## config.mk

```make
export PLATFORM = sky130hd
export DESIGN_NAME = bcd_time_counter
export DESIGN_NICKNAME = d
export VERILOG_FILES = /design/src/rtl/bcd_time_counter.sv
export SDC_FILE = /design/constraint.sdc
export NUM_CORES = 1
export LEC_CHECK = 0
export BUFFER_PORTS_ARGS = -buffer_cell sky130_fd_sc_hd__buf_2
export CORE_UTILIZATION = 50
export CTS_CLUSTER_DIAMETER = 100
export CTS_CLUSTER_SIZE = 8
export DETAILED_ROUTE_END_ITERATION = 7
export PLACE_DENSITY = 0.76
export SLEW_MARGIN = 10
export SYNTH_ARGS = -nofsm -noshare
export SYNTH_HDL_FRONTEND = slang
export SYNTH_SLANG_ARGS = --single-unit
```

## constraint.sdc

```tcl
create_clock -name clk -period 3.3 [get_ports clk]
set_input_delay 0.33 -clock clk [delete_from_list [all_inputs] [get_ports clk]]
set_output_delay 0.33 -clock clk [all_outputs]
set_load 0.01 [all_outputs]
```

## src/rtl/bcd_time_counter.sv

```systemverilog
// bcd_time_counter: 24-hour BCD time-of-day counter (hh:mm[:ss]).
// Counts up or down on a one-cycle tick, and accepts a validated parallel load.
// Produces a day carry/borrow pulse and a 12-hour display view with a PM flag.
// Ports:
//   clk, reset        single clock; synchronous active-high reset
//   tick, count_en    count strobe and its enable
//   count_down        direction, sampled with tick
//   mode_12h          selects the 12h hour view (display only)
//   load_new, new_*   one-cycle load request with BCD hour/minute/second
//   hr_out, min_out, sec_out, pm   time outputs (hr_out is combinational)
//   day_wrap, load_err             one-cycle status pulses
module bcd_time_counter #(
  parameter int unsigned HAS_SECONDS = 1,
  parameter logic [7:0]  RESET_HR    = 8'h00,
  parameter logic [7:0]  RESET_MIN   = 8'h00
) (
  input  logic       clk,
  input  logic       reset,
  input  logic       tick,
  input  logic       count_en,
  input  logic       count_down,
  input  logic       mode_12h,
  input  logic       load_new,
  input  logic [7:0] new_hr,
  input  logic [7:0] new_min,
  input  logic [7:0] new_sec,
  output logic [7:0] hr_out,
  output logic [7:0] min_out,
  output logic [7:0] sec_out,
  output logic       pm,
  output logic       day_wrap,
  output logic       load_err
);

  localparam int unsigned DW = 4;
  localparam logic        SECS_ON = (HAS_SECONDS != 0);

  // Next value of one BCD digit that cycles 0..top.
  function automatic logic [DW-1:0] step_dig(input logic [DW-1:0] d,
                                             input logic [DW-1:0] top,
                                             input logic          dn);
    if (dn) return (d == DW'(0)) ? top : d - DW'(1);
    else    return (d == top) ? DW'(0) : d + DW'(1);
  endfunction

  // Digit is at the point where it carries (up) or borrows (down).
  function automatic logic at_lim(input logic [DW-1:0] d,
                                  input logic [DW-1:0] top,
                                  input logic          dn);
    return dn ? (d == DW'(0)) : (d == top);
  endfunction

  function automatic logic legal_time(input logic [7:0] h,
                                      input logic [7:0] m,
                                      input logic [7:0] s);
    logic ok;
    ok = (h[7:4] <= 4'd2) && (h[3:0] <= 4'd9) &&
         ((h[7:4] != 4'd2) || (h[3:0] <= 4'd3)) &&
         (m[7:4] <= 4'd5) && (m[3:0] <= 4'd9);
    if (SECS_ON) ok = ok && (s[7:4] <= 4'd5) && (s[3:0] <= 4'd9);
    return ok;
  endfunction

  function automatic logic is_pm(input logic [7:0] h);
    return (h[7:4] == 4'd2) || ((h[7:4] == 4'd1) && (h[3:0] >= 4'd2));
  endfunction

  logic [DW-1:0] hr_ms_q, hr_ls_q, min_ms_q, min_ls_q, sec_ms_q, sec_ls_q;
  logic [DW-1:0] hr_ms_d, hr_ls_d, min_ms_d, min_ls_d, sec_ms_d, sec_ls_d;
  logic          day_wrap_q, day_wrap_d;
  logic          load_err_q, load_err_d;
  logic          pm_q;

  logic          cin_sec_ms, cin_min_ls, cin_min_ms, cin_hr;
  logic          hr_lim;

  // Ripple carry/borrow enables: a digit moves only when every lower digit is at its limit.
  always_comb begin
    cin_sec_ms = SECS_ON && at_lim(sec_ls_q, 4'd9, count_down);
    cin_min_ls = SECS_ON ? (cin_sec_ms && at_lim(sec_ms_q, 4'd5, count_down)) : 1'b1;
    cin_min_ms = cin_min_ls && at_lim(min_ls_q, 4'd9, count_down);
    cin_hr     = cin_min_ms && at_lim(min_ms_q, 4'd5, count_down);
    hr_lim     = count_down ? ({hr_ms_q, hr_ls_q} == 8'h00)
                            : ({hr_ms_q, hr_ls_q} == 8'h23);
  end

  // Next-state: load takes precedence over a qualified tick.
  always_comb begin
    hr_ms_d    = hr_ms_q;
    hr_ls_d    = hr_ls_q;
    min_ms_d   = min_ms_q;
    min_ls_d   = min_ls_q;
    sec_ms_d   = sec_ms_q;
    sec_ls_d   = sec_ls_q;
    day_wrap_d = 1'b0;
    load_err_d = 1'b0;

    if (load_new) begin
      if (legal_time(new_hr, new_min, new_sec)) begin
        {hr_ms_d, hr_ls_d}   = new_hr;
        {min_ms_d, min_ls_d} = new_min;
        {sec_ms_d, sec_ls_d} = SECS_ON ? new_sec : 8'h00;
      end else begin
        load_err_d = 1'b1;
      end
    end else if (tick && count_en) begin
      if (!legal_time({hr_ms_q, hr_ls_q}, {min_ms_q, min_ls_q}, {sec_ms_q, sec_ls_q})) begin
        // Defensive recovery from a corrupted register.
        {hr_ms_d, hr_ls_d}   = RESET_HR;
        {min_ms_d, min_ls_d} = RESET_MIN;
        {sec_ms_d, sec_ls_d} = 8'h00;
      end else begin
        if (SECS_ON) begin
          sec_ls_d = step_dig(sec_ls_q, 4'd9, count_down);
          if (cin_sec_ms) sec_ms_d = step_dig(sec_ms_q, 4'd5, count_down);
        end
        if (cin_min_ls) min_ls_d = step_dig(min_ls_q, 4'd9, count_down);
        if (cin_min_ms) min_ms_d = step_dig(min_ms_q, 4'd5, count_down);
        if (cin_hr) begin
          if (hr_lim) begin
            {hr_ms_d, hr_ls_d} = count_down ? 8'h23 : 8'h00;
            day_wrap_d         = 1'b1;
          end else begin
            hr_ls_d = step_dig(hr_ls_q, 4'd9, count_down);
            if (at_lim(hr_ls_q, 4'd9, count_down))
              hr_ms_d = step_dig(hr_ms_q, 4'd2, count_down);
          end
        end
      end
    end
  end

  // State registers.
  always_ff @(posedge clk) begin
    if (reset) begin
      {hr_ms_q, hr_ls_q}   <= RESET_HR;
      {min_ms_q, min_ls_q} <= RESET_MIN;
      {sec_ms_q, sec_ls_q} <= 8'h00;
      day_wrap_q           <= 1'b0;
      load_err_q           <= 1'b0;
      pm_q                 <= is_pm(RESET_HR);
    end else begin
      hr_ms_q    <= hr_ms_d;
      hr_ls_q    <= hr_ls_d;
      min_ms_q   <= min_ms_d;
      min_ls_q   <= min_ls_d;
      sec_ms_q   <= sec_ms_d;
      sec_ls_q   <= sec_ls_d;
      day_wrap_q <= day_wrap_d;
      load_err_q <= load_err_d;
      pm_q       <= is_pm({hr_ms_d, hr_ls_d});
    end
  end

  // 12h view: 00->12, 13..19->01..07, 20/21->08/09, 22/23->10/11, else unchanged.
  always_comb begin
    hr_out = {hr_ms_q, hr_ls_q};
    if (mode_12h) begin
      if ({hr_ms_q, hr_ls_q} == 8'h00) begin
        hr_out = 8'h12;
      end else if (hr_ms_q == 4'd1 && hr_ls_q >= 4'd3) begin
        hr_out = {4'd0, hr_ls_q - 4'd2};
      end else if (hr_ms_q == 4'd2 && hr_ls_q <= 4'd1) begin
        hr_out = {4'd0, hr_ls_q + 4'd8};
      end else if (hr_ms_q == 4'd2) begin
        hr_out = {4'd1, hr_ls_q - 4'd2};
      end
    end
  end

  assign min_out  = {min_ms_q, min_ls_q};
  assign sec_out  = {sec_ms_q, sec_ls_q};
  assign pm       = pm_q;
  assign day_wrap = day_wrap_q;
  assign load_err = load_err_q;

endmodule

```

# Word level (Yosys, flattened, before mapping)

Cells that the tools add are included.

$add $sub $neg: 14
Order comparisons: 17
Equality and inequality tests: 16
Multiplexer cells: 67
Bitwise gates (word level): 4
Reductions and logical operators: 36

Operators with widths:

| operator            | count |
|---|---|
| $mux 4              | 50 |
| $mux 8              | 5 |
| $add 4x1->4 const B | 6 |
| $le 4x4->1 const B  | 6 |
| $logic_not 4->1     | 6 |
| $sub 4x1->4 const B | 6 |
| $logic_and 1x1->1   | 19 |
| $le 4x2->1 const B  | 4 |
| $le 4x3->1 const B  | 4 |
| $eq 4x4->1 const B  | 3 |
| $mux 1              | 11 |
| $ne 3x3->1 const B  | 3 |
| $reduce_and 3->1    | 3 |
| $eq 4x1->1 const B  | 2 |
| $eq 4x2->1 const B  | 2 |
| $eq 4x3->1 const B  | 2 |
| $eq 8x6->1 const B  | 1 |
| $ge 4x2->1 const B  | 2 |
| $logic_not 8->1     | 1 |
| $ne 4x2->1 const B  | 2 |
| $mux 6              | 1 |
| $reduce_or 5->1     | 1 |
| $add 4x4->4 const B | 1 |
| $le 4x1->1 const B  | 1 |
| other kinds (7)     | 12 |

Register bits after elaboration: 27
Output and inout port bits: 27
Word-level logic and storage cells: 163

# Depth between registers and ports, before layout

Depth after elaboration: 15
Mapped depth: 10
Depth with buffers taken out: 9

# Worst setup path before layout

No wires, ideal clock.

Path type: reg2reg
From: reg hr_ms_q[0]
To: reg pm_q, in the netlist pm
Data arrival time: 2.301 ns
Data required time: 3.209 ns
Path slack: 0.908 ns
Stages on the path, launching flop included: 10
Period minus slack after synthesis: 2.392 ns
Cell sequence: dfxtp_1 > inv_1 > ha_1 > or3b_4 > nor2_1 > a211o_1 > a2111oi_0 > a211oi_2 > xnor2_1 > a311oi_1

Longest elaborated chain between the ends: 15
Elaborated cells between the ends (all ways): 38
Those cells by class: add/sub (2); order compare (2); eq/ne (5); mux (18); reduce/logical (11)

RTL lines:

| element                                               | line   | RTL |
|---|---|---|
| from (decl)                                           | 68     | `logic [DW-1:0] hr_ms_q, hr_ls_q, min_ms_q, min_ls_q, sec_ms_q, sec_ls_q;` |
| from (signal assigned)                                | 143    | `hr_ms_q <= hr_ms_d;` |
| $le 4x2->1 or $ne 4x2->1 (tied branches)              | 57, 58 |  |
| $logic_and 1x1->1 or $logic_or 1x1->1 (tied branches) | 57, 58 |  |
| $logic_and 1x1->1                                     | 57     | `ok = (h[7:4] <= 4'd2) && (h[3:0] <= 4'd9) &&` |
| $logic_and 1x1->1                                     | 58     | `((h[7:4] != 4'd2) \|\| (h[3:0] <= 4'd3)) &&` |
| $logic_and 1x1->1                                     | 59     | `(m[7:4] <= 4'd5) && (m[3:0] <= 4'd9);` |
| $logic_and 1x1->1 (2 in series)                       | 60     | `if (SECS_ON) ok = ok && (s[7:4] <= 4'd5) && (s[3:0] <= 4'd9);` |
| $mux 1                                                | 106    | `end else if (tick && count_en) begin` |
| $mux 1                                                | 98     | `if (load_new) begin` |
| $mux 4                                                | 107    | `if (!legal_time({hr_ms_q, hr_ls_q}, {min_ms_q, min_ls_q}, {sec_ms_q, sec_ls_q})) begin` |
| $mux 4                                                | 106    |  |
| $mux 4                                                | 98     |  |
| $ge 4x2->1 or $eq 4x1->1 (tied branches)              | 65     | `return (h[7:4] == 4'd2) \|\| ((h[7:4] == 4'd1) && (h[3:0] >= 4'd2));` |
| $logic_and 1x1->1                                     | 65     |  |
| $logic_or 1x1->1 *                                    | 65     |  |
| to (signal assigned)                                  | 141    | `pm_q <= is_pm(RESET_HR);` |
| to (signal assigned)                                  | 151    | `pm_q <= is_pm({hr_ms_d, hr_ls_d});` |
| to (decl)                                             | 72     | `logic pm_q;` |

Mark *: on every way between the ends. The rest lies on a longest branch, timed or not. The select of a mux whose other input is x is not followed.
A chain may end at the register's enable or synchronous reset.

# Worst setup path in the final report

Ends and elaborated chain as after synthesis.

==> impl_metrics.py <==
metrics = {
    "clock_network": {
        "cts_root_buf": "clkbuf_8",
        "clock_sinks": 27,
        "post-cts-setup-buffer-count": 0,
        "cts_buffers": 3,
        "clock_path_buffers": 2,
        "clk_pin_slew_worst_paths_ns": 0.10,
        "clk_latency_ns": 0.28,
        "ctsResizeCount": 0,
        "htree_num_levels": 1,
        "cts_tree": "yes",
        "holdBufCountCts": 0,
    },
    "power": {
        "swShare_pct": 33.9,
        "peakVddDrop_mv": 0.215,
        "leakage_nw": 1.20,
        "p_clk_share_pct": 25.7,
        "p_switching_mw": 0.262,
        "powerDensity_nw_per_um2": 260,
        "seqPwrFrac_pct": 46.8,
        "combPwrFrac_pct": 27.5,
        "p_int_mw": 0.510,
    },
    "sta": {
        "relSlewSlack_pct": 48.4,
        "final_max_slew_viol_count": 0,
        "worst_clock_skew_ns": 0.00740,
        "period_needed_ns": 3.07,
        "hold_violations": 0,
        "max_freq_ghz": 0.326,
        "finalSetupTns_ns": 0,
        "fin_crit_sh_pct": 92.9,
        "rsz0062_at_grt": "false",
        "whs_ns": 0.321,
        "setup_violations": 0,
        "tightest_slew_ns": 0.754,
    },
    "synthesis": {
        "synth.avg_cell_area_um2": 7.20,
        "post-synth-top-count-cell": "nor2_1",
        "yosysWarnings": 0,
        "yosysTopAreaCell": "dfxtp_1",
        "synthTopCellsByArea": "dfxtp_1, nor2_1, ha_1",
        "dominantRegCellSynth": "dfxtp_1",
        "netlist_area_um2": 2660,
        "synth_cell_types": 62,
        "synth_edf_count": 0,
        "yosys.area.top_type_share_pct": 20.3,
        "synthCells": 370,
        "synthArstFlopShare_pct": 0,
        "synthTopCellsByCount": "nor2_1, nand2_1, dfxtp_1",
        "syn-num-nets": 414,
        "synth_seq_cells": 27,
        "synth-seq-area-share_pct": 20.3,
    },
    "routing": {
        "drtPass1Iterations": 5,
        "wl_per_cell_um": 15.8,
        "drtIter0Drc": 289,
        "viasPerCell": 6.04,
        "drc_errors": 0,
        "final_antenna_net_count": 0,
        "vias": 2867,
        "wl_um": 7510,
    },
    "run_status": {
        "outcome": "finished, final reports clean",
    },
    "grt": {
        "antenna_found_initial": 0,
        "grt_pass1_vias": 2356,
        "grt_pass1_wl_um": 11700,
        "grt-ovfl-total": 0,
        "track_usage_pct": 26.8,
        "grt_max_degree": 30,
    },
    "setup_path": {
        "end_kind": "flop",
        "path_class": "reg -> reg",
        "path_cells": "inv_1 -> ha_1 -> mux2i_1 -> a22oi_1 -> or3_1 -> o21ai_2 -> and2_1 -> a2111oi_0 -> a311oi_1",
        "required_ns": 3.44,
        "critPathSlowestCell": "a2111oi_0",
        "slowest_delay_ns": 0.66,
        "cp_max_fo": 10,
        "arrival_ns": 3.21,
        "start_kind": "flop",
    },
    "floorplan": {
        "die_x_um": 75.0,
        "design.core.area_um2": 5110,
        "die-area_um2": 5620,
        "start_util_pct": 52.2,
        "die_y_um": 75.0,
        "ioPinCount": 58,
        "std_cell_rows": 26,
    },
    "job": {
        "maxCapViolCount": 0,
    },
    "cells_and_area": {
        "n_antenna_cell": 0,
        "n_fill_cell": 500,
        "stdcell_area_um2": 2970,
        "drive_above_1_share_pct": 20.7,
        "synthToLayoutAreaGrowth_pct": 11.6,
        "fin_nets": 450,
    },
    "place": {
        "dpl_cell_area_um2": 2920,
        "port_buffers": 57,
        "routabilityCongestion": 0.955,
        "dpl.hpwl_um": 5600,
    },
    "worst_hold_path": {
        "hold_class": "in -> reg",
    },
}
## layout make-up
cell class              instances  area (um2)  share of cell area [%]
multi-input cells             303        1950                    65.5
flip-flops and latches         27         541                    18.2
repair buffers                 60         308                    10.4
well taps                      70        87.6                    2.95
clock buffers                   3        41.3                    1.39
inverters                      11        41.3                    1.39
clock inverters                 1        7.51                   0.253
## registers in the layout (all words and copies together) (netlist names)
signal / cells
hr_ms_q: 4
hr_ls_q: 4
min_ms_q: 4
sec_ls_q: 4
pm: 1
day_wrap: 1
min_ls_q: 4
load_err: 1
sec_ms_q: 4
## power by group through the flow
stage / logic, mW / clock network (mW) / registers (mW)
after detailed placement: 0.209 / 0 / 0.368
after CTS: 0.210 / 0.205 / 0.361
after floorplan: 0.159 / 0 / 0.355
after global placement: 0.206 / 0 / 0.368
after global routing: 0.234 / 0.221 / 0.365
final: 0.212 / 0.199 / 0.361
## through the flow
stage	total power [mW]	util, %	setup slack (ns)	instances
2_1_floorplan	0.514	-	0.908	370
3_3_place_gp	0.574	57.3	0.449	471
3_5_place_dp	0.577	57.3	0.382	471
4_1_cts	0.776	58.2	0.370	475
5_1_grt	0.819	58.2	0.180	475
6_report	0.772	58.2	0.234	475
## cell usage in the layout (no fill, tap or decap), types with 3 or more instances in the layout
cell type	count
buf_2	57
nor2_1	55
nand2_1	33
dfxtp_1	27
o21ai_0	22
a21oi_1	21
a211oi_1	15
ha_1	13
inv_1	11
nor3_1	11
nand3_1	9
mux2i_1	7
nor2b_1	7
a22oi_1	6
o22ai_1	6
nand2b_1	6
mux2_2	6
nor4_1	5
nor3b_1	4
o31ai_1	4
or3_1	4
and3b_1	4
a32oi_1	4
a311oi_1	4
and2_1	4
a221oi_1	4
nand4_1	3
xnor2_1	3
clkbuf_8	3
buf_4	3
## routing by layer
metal / GRT usage, % / wire length, um / up-vias
li1: - / - / 1432
met3: 3.48 / 452 / 7
met4: 4.19 / 48 / 0
met1: 41.4 / 3720 / 1325
met2: 39.9 / 3290 / 103
met5: 0 / 0 / -
## worst max-delay path: cells and delay by family (launching register included)
family                     cells  cell delay [ns]
muxes                          1             0.15
DFF                            1             0.59
adders and majority gates      1             0.30
buffers and inverters          1             0.15
AOI/OAI and AO/OA              4             1.32
and+or+nand+nor                2             0.41
## final timing paths
| kind | from | to | slack, ns | cells after the start |
|---|---|---|---|---|
| worst max-delay path | hr_ms_q[0] | pm | 0.23 | 9 |
| worst min-delay path | new_min[6] | min_ms_q[2] | 0.32 | 3 |
| worst max register to register | hr_ms_q[0] | pm | 0.23 | 9 |
| worst min register to register | sec_ms_q[3] | sec_ms_q[3] | 0.54 | 2 |
## cell families (layout without fill, tap and decap cells)
group,count (synthesis),count (layout),synth area share (%)
AND/OR/NAND/NOR,160,160,30.5
XOR/XNOR,4,4,1.32
multiplexers,13,13,5.17
flip-flops,27,27,20.3
adder cells (fa/ha/maj),13,13,6.11
AO/OA/AOI/OAI,113,113,30.0
buffers and inverters,40,75,6.62
No activity file was read; power rests on OpenSTA's default activity.
